$ cat src/rtl/ca_acq_sequencer_pkg.sv
// Shared definitions for the C/A acquisition sequencer.
package ca_pkg;

  localparam int unsigned SAT_W = 5;

  typedef enum logic [1:0] {
    ST_IDLE   = 2'd0,
    ST_SEARCH = 2'd1,
    ST_VERIFY = 2'd2,
    ST_TRACK  = 2'd3
  } ca_state_t;

  // Next PRN select in the scan range; wraps from last back to first.
  function automatic logic [SAT_W-1:0] sat_advance(
    input logic [SAT_W-1:0] cur,
    input logic [SAT_W-1:0] first,
    input logic [SAT_W-1:0] last
  );
    return (cur == last) ? first : cur + 1'b1;
  endfunction

endpackage

$ cat src/rtl/ca_acq_sequencer_edgetopulse.sv
// Rising-edge detector: registers the level once and compares it
// with the previous registered sample.
module edgetopulse (
  input  logic clk,
  input  logic rst,
  input  logic din,
  output logic pulse
);

  logic q;
  logic q_prev;

  // Sample the level and keep one cycle of history.
  always_ff @(posedge clk) begin
    if (rst) begin
      q      <= 1'b0;
      q_prev <= 1'b0;
    end else begin
      q      <= din;
      q_prev <= q;
    end
  end

  assign pulse = q & ~q_prev;

endmodule

$ cat src/rtl/ca_acq_sequencer.sv
// Acquisition/track sequencer: scans PRNs at slew rate, verifies a
// correlation hit at track rate, holds lock and falls back on loss.
module ca_acq_sequencer
  import ca_pkg::*;
#(
  parameter int unsigned SAT_FIRST     = 1,
  parameter int unsigned SAT_LAST      = 31,
  parameter int unsigned DWELL_EPOCHS  = 1023,
  parameter int unsigned VERIFY_EPOCHS = 16,
  parameter int unsigned VERIFY_HITS   = 12,
  parameter int unsigned LOSS_MISSES   = 8
) (
  input  logic             clk,
  input  logic             rst,
  input  logic             enable,
  input  logic             hold,
  input  logic             epoch,
  input  logic             corr_hi,
  output logic [SAT_W-1:0] sat,
  output logic             codetrack,
  output logic             locked,
  output logic             sat_step,
  output logic [1:0]       state
);

  localparam int unsigned DW = (DWELL_EPOCHS > 1) ? $clog2(DWELL_EPOCHS) : 1;
  localparam int unsigned VW = $clog2(VERIFY_EPOCHS + 1);
  localparam int unsigned MW = $clog2(LOSS_MISSES + 1);

  localparam logic [DW-1:0]    DWELL_LAST  = DW'(DWELL_EPOCHS - 1);
  localparam logic [VW-1:0]    VERIFY_LAST = VW'(VERIFY_EPOCHS - 1);
  localparam logic [VW-1:0]    HITS_NEED   = VW'(VERIFY_HITS);
  localparam logic [MW-1:0]    MISS_LAST   = MW'(LOSS_MISSES - 1);
  localparam logic [SAT_W-1:0] SAT_LO      = SAT_W'(SAT_FIRST);
  localparam logic [SAT_W-1:0] SAT_HI      = SAT_W'(SAT_LAST);

  ca_state_t      st;
  logic [DW-1:0]  dwell;
  logic [VW-1:0]  vcnt;
  logic [VW-1:0]  hcnt;
  logic [MW-1:0]  miss;
  logic           corr_s1;
  logic           corr_s2;
  logic           epoch_edge;
  logic           hit;
  logic [VW-1:0]  hits_next;
  logic [SAT_W-1:0] sat_next;

  edgetopulse u_epoch_edge (
    .clk   (clk),
    .rst   (rst),
    .din   (epoch),
    .pulse (epoch_edge)
  );

  // Two-flop synchronizer for the asynchronous comparator output.
  always_ff @(posedge clk) begin
    if (rst) begin
      corr_s1 <= 1'b0;
      corr_s2 <= 1'b0;
    end else begin
      corr_s1 <= corr_hi;
      corr_s2 <= corr_s1;
    end
  end

  // Per-epoch derived values used by the state machine.
  always_comb begin
    hit       = corr_s2;
    hits_next = hcnt + VW'(hit);
    sat_next  = sat_advance(sat, SAT_LO, SAT_HI);
  end

  assign state = st;

  // Sequencer state, counters and registered outputs.
  always_ff @(posedge clk) begin
    if (rst) begin
      st        <= ST_IDLE;
      sat       <= SAT_LO;
      codetrack <= 1'b0;
      locked    <= 1'b0;
      sat_step  <= 1'b0;
      dwell     <= '0;
      vcnt      <= '0;
      hcnt      <= '0;
      miss      <= '0;
    end else begin
      sat_step <= 1'b0;
      if (!enable) begin
        st        <= ST_IDLE;
        sat       <= SAT_LO;
        codetrack <= 1'b0;
        locked    <= 1'b0;
        sat_step  <= (sat != SAT_LO);
        dwell     <= '0;
        vcnt      <= '0;
        hcnt      <= '0;
        miss      <= '0;
      end else if (epoch_edge) begin
        case (st)
          // Leaving IDLE consumes the epoch; scanning starts on the next one.
          ST_IDLE: begin
            st <= ST_SEARCH;
          end
          ST_SEARCH: begin
            if (hit) begin
              st        <= ST_VERIFY;
              codetrack <= 1'b1;
              vcnt      <= '0;
              hcnt      <= '0;
            end else if (dwell == DWELL_LAST) begin
              dwell <= '0;
              if (!hold) begin
                sat      <= sat_next;
                sat_step <= 1'b1;
              end
            end else begin
              dwell <= dwell + 1'b1;
            end
          end
          ST_VERIFY: begin
            if (vcnt == VERIFY_LAST) begin
              vcnt <= '0;
              hcnt <= '0;
              miss <= '0;
              if (hits_next >= HITS_NEED) begin
                st     <= ST_TRACK;
                locked <= 1'b1;
              end else begin
                st        <= ST_SEARCH;
                codetrack <= 1'b0;
              end
            end else begin
              vcnt <= vcnt + 1'b1;
              hcnt <= hits_next;
            end
          end
          ST_TRACK: begin
            if (hit) begin
              miss <= '0;
            end else if (miss == MISS_LAST) begin
              st        <= ST_SEARCH;
              codetrack <= 1'b0;
              locked    <= 1'b0;
              dwell     <= '0;
              miss      <= '0;
            end else begin
              miss <= miss + 1'b1;
            end
          end
        endcase
      end
    end
  end

endmodule

$ cat config.mk
export PLATFORM = sky130hd
export DESIGN_NAME = ca_acq_sequencer
export DESIGN_NICKNAME = d
export VERILOG_FILES = /design/src/rtl/ca_acq_sequencer_pkg.sv /design/src/rtl/ca_acq_sequencer_edgetopulse.sv /design/src/rtl/ca_acq_sequencer.sv
export SDC_FILE = /design/constraint.sdc
export NUM_CORES = 1
export LEC_CHECK = 0
export CORE_MARGIN = 3
export CORE_UTILIZATION = 51
export CTS_CLUSTER_SIZE = 10
export DETAILED_ROUTE_END_ITERATION = 8
export PLACE_DENSITY_LB_ADDON = 0.1
export SKIP_LAST_GASP = 1
export SYNTH_ARGS = -nofsm -noshare
export SYNTH_HDL_FRONTEND = slang
export SYNTH_SLANG_ARGS = --single-unit
$ cat constraint.sdc
create_clock -name clk -period 2.16 [get_ports clk]
set_input_delay 0.324 -clock clk [delete_from_list [all_inputs] [get_ports clk]]
set_output_delay 0.324 -clock clk [all_outputs]
set_load 0.02 [all_outputs]
==> impl_metrics.json <==
{
  "status": "completed",
  "post-route-min-period_ns": 2.00,
  "antennaDiodeCount": 0,
  "synth_edf_count": 0,
  "clk_latency_ns": 0.29,
  "grt_pass1_vias": 1710,
  "grtUsageTotal": 0.194,
  "cp_slowest_cell": "or4_1",
  "skew_ns": 0.00812,
  "power.density_nw_per_um2": 523,
  "fmax_mhz": 499,
  "drt_iter0_drc": 75,
  "crit_chain": "inv_1 -> ha_2 -> nor2_1 -> a2111o_1 -> or4_1 -> a21oi_1",
  "tritoncts": "done",
  "layout_commonest_cell": "dfxtp_1",
  "yosysWarnings": 0,
  "ant_nets": 0,
  "antenna_found_initial": 0,
  "root_buffer": "clkbuf_8",
  "drive_gt1_frac": 0.0967,
  "p_comb_frac": 0.048,
  "layout.nets": 288,
  "place_congestion": 0.804,
  "clkTransAtPathRegs_ns": 0.08,
  "ir_worst_vdd_mv": 0.417,
  "synth_seq_area_share": 0.362,
  "slew_violations": 0,
  "ios": 16,
  "synth.distinct_cells": 48,
  "synth.net_count": 264,
  "tightestPinTransition_ns": 0.504,
  "path_max_fanout": 5,
  "final_cell_mix": "dfxtp_1 (38), a21oi_1 (20), nor2_1 (17)",
  "ys_seq_elements": 38,
  "dr_wl_met3_um": 222,
  "cts_hold_buffers": 0,
  "cts_buffer_depth": 2,
  "maxCapViolations": 0,
  "setup_viol": 0,
  "vias_per_cell": 5.93,
  "netSwitchingPower_uw": 298,
  "area_growth_pct": 17.1,
  "drc": 0,
  "dieWidth_um": 70.2,
  "wl_um": 4570,
  "critPathRequiredTime_ns": 2.39,
  "r2r_setup_slack_ns": 0.16,
  "die_h_um": 70.2,
  "critPathKind": "reg -> reg",
  "num_vias": 1879,
  "seqPwrFrac": 0.550,
  "arrival_ns": 2.23,
  "setup_tns_ns": 0,
  "drt_first_pass_iters": 4,
  "port_buffers": 15,
  "post_cts_resized": 0,
  "drt-met1-wl_um": 2340,
  "max_slew_margin": 0.655,
  "power_leakage_nw": 0.926,
  "cts.sinks": 38,
  "p_sw_frac": 0.231,
  "worst_slack_ns": 0.157,
  "cts_made_buffers": 5,
  "end_kind": "register",
  "grt_setup_unrepaired": "false",
  "hold_viol": 0,
  "cts_max_level": 2,
  "post-route-period-util": 0.927,
  "highest_layer": "met4",
  "pwr-share-clk": 0.401,
  "hp-class": "reg -> reg",
  "place_ws_ns": 0.143,
  "wl_per_cell_um": 14.4,
  "grt_pass1_wl_um": 7860,
  "start_kind": "register",
  "crit_family": "simple AND/OR/NAND/NOR gates",
  "cp_num_buf_inv": 1,
  "async_flop_share": 0,
  "syn_inst": 244,
  "rows": 22,
  "cpPeakStageDelay_ns": 0.53,
  "post-cts-setup-buffers": 0,
  "dp_hpwl_um": 3360,
  "coreArea_um2": 3830,
  "yosys_most_used_dff": "dfxtp_1",
  "syn_area_per_cell_um2": 8.61,
  "initial_utilization": 0.549,
  "grt_max_degree": 13,
  "syn_area_um2": 2100,
  "dr_wl_met2_um": 1950,
  "power_mw": 1.29,
  "die_area_um2": 4930,
  "grt_overflow": 0,
  "internal_power_uw": 989
}
-- metrics by stage --
stage	cells	area [um2]	util	hold slack, ns
5_1_grt	317	2460	0.643	0.492
6_report	317	2460	0.643	0.474
3_3_place_gp	309	2360	0.617	0.451
2_1_floorplan	244	2100	-	0.396
3_5_place_dp	309	2360	0.617	0.461
4_1_cts	317	2460	0.642	0.475
-- cell type report --
class / instances / area, um2
well taps: 48 / 60.1
repair buffers: 28 / 248
fillers: 343 / 1370
clock inverters: 2 / 12.5
multi-input cells: 185 / 1260
clock buffers: 6 / 82.6
flip-flops and latches: 38 / 761
inverters: 10 / 37.5
-- power by group through the flow --
stage / registers [mW] / logic (mW) / clock network, mW
after floorplan: 0.726 / 0.0315 / 0
after global placement: 0.724 / 0.0620 / 0
after detailed placement: 0.725 / 0.0618 / 0
after CTS: 0.708 / 0.0619 / 0.528
after global routing: 0.709 / 0.0675 / 0.557
final: 0.708 / 0.0624 / 0.516
-- worst register-to-register path, stage by stage (launching register included) --
cell,delay [ns]
dfxtp_1,0.35
inv_1,0.14
ha_2,0.26
nor2_1,0.07
a2111o_1,0.44
or4_1,0.53
a21oi_1,0.14
-- per-layer routing --
layer	vias up	GRT usage
li1	969	-
met1	855	0.267
met2	47	0.297
met3	8	0.0446
met4	0	0.0660
met5	-	0
-- worst paths after layout --
check | startpoint | endpoint | depth (start not counted)
setup / recovery | state[1]$_SDFFE_PP0P_ | dwell[7]$_SDFFE_PP0P_ | 6
hold / removal | miss[1]$_SDFFE_PP0P_ | miss[1]$_SDFFE_PP0P_ | 2
setup reg to reg | state[1]$_SDFFE_PP0P_ | dwell[7]$_SDFFE_PP0P_ | 6
hold reg to reg | miss[1]$_SDFFE_PP0P_ | miss[1]$_SDFFE_PP0P_ | 2
-- registers in the layout (all words and copies together) (netlist names) --
| name | count |
|---|---|
| state | 2 |
| corr_s2 | 1 |
| u_epoch_edge.q | 1 |
| u_epoch_edge.q_prev | 1 |
| miss | 4 |
| vcnt | 5 |
| corr_s1 | 1 |
| codetrack | 1 |
| locked | 1 |
| sat_step | 1 |
| hcnt | 5 |
| sat | 5 |
| dwell | 10 |
-- synth_stat cells (all sizes together) (2+ instances only) --
cell type  number  area, um2
o21bai          2       15.0
a22oi           3       22.5
o311ai          3       26.3
or3             8       50.1
nand2b          4       25.0
dfxtp          38        761
or4             3       22.5
nor4bb          2       20.0
nor3            3       15.0
clkbuf          6       22.5
and4            2       17.5
a311oi          2       17.5
a21oi          20        100
o211a           2       20.0
or2             2       12.5
nor2           17       63.8
nor2b           5       31.3
o21ai          13       65.1
nand4           4       25.0
o31ai           4       30.0
buf             5       23.8
and3            8       50.1
a31oi           3       18.8
ha             14        175
nand2          15       56.3
nor4            5       37.5
nand4b          3       26.3
xnor2           2       17.5
nand3b          3       35.0
mux2i           5       50.1
a211oi          3       22.5
inv            10       37.5
a211o           3       26.3
o211ai          3       22.5
nand3           9       45.0
-- logic make-up after synthesis --
logic type / count (synthesis) / synth area share
AOI/OAI and AO/OA: 68 / 0.214
xor gates and xnor gates: 2 / 0.00834
adders and majority gates: 14 / 0.0834
buffers and inverters: 21 / 0.0399
DFF: 38 / 0.362
muxes: 5 / 0.0238
and+or+nand+nor: 96 / 0.268
No activity file was read; power rests on OpenSTA's default activity.
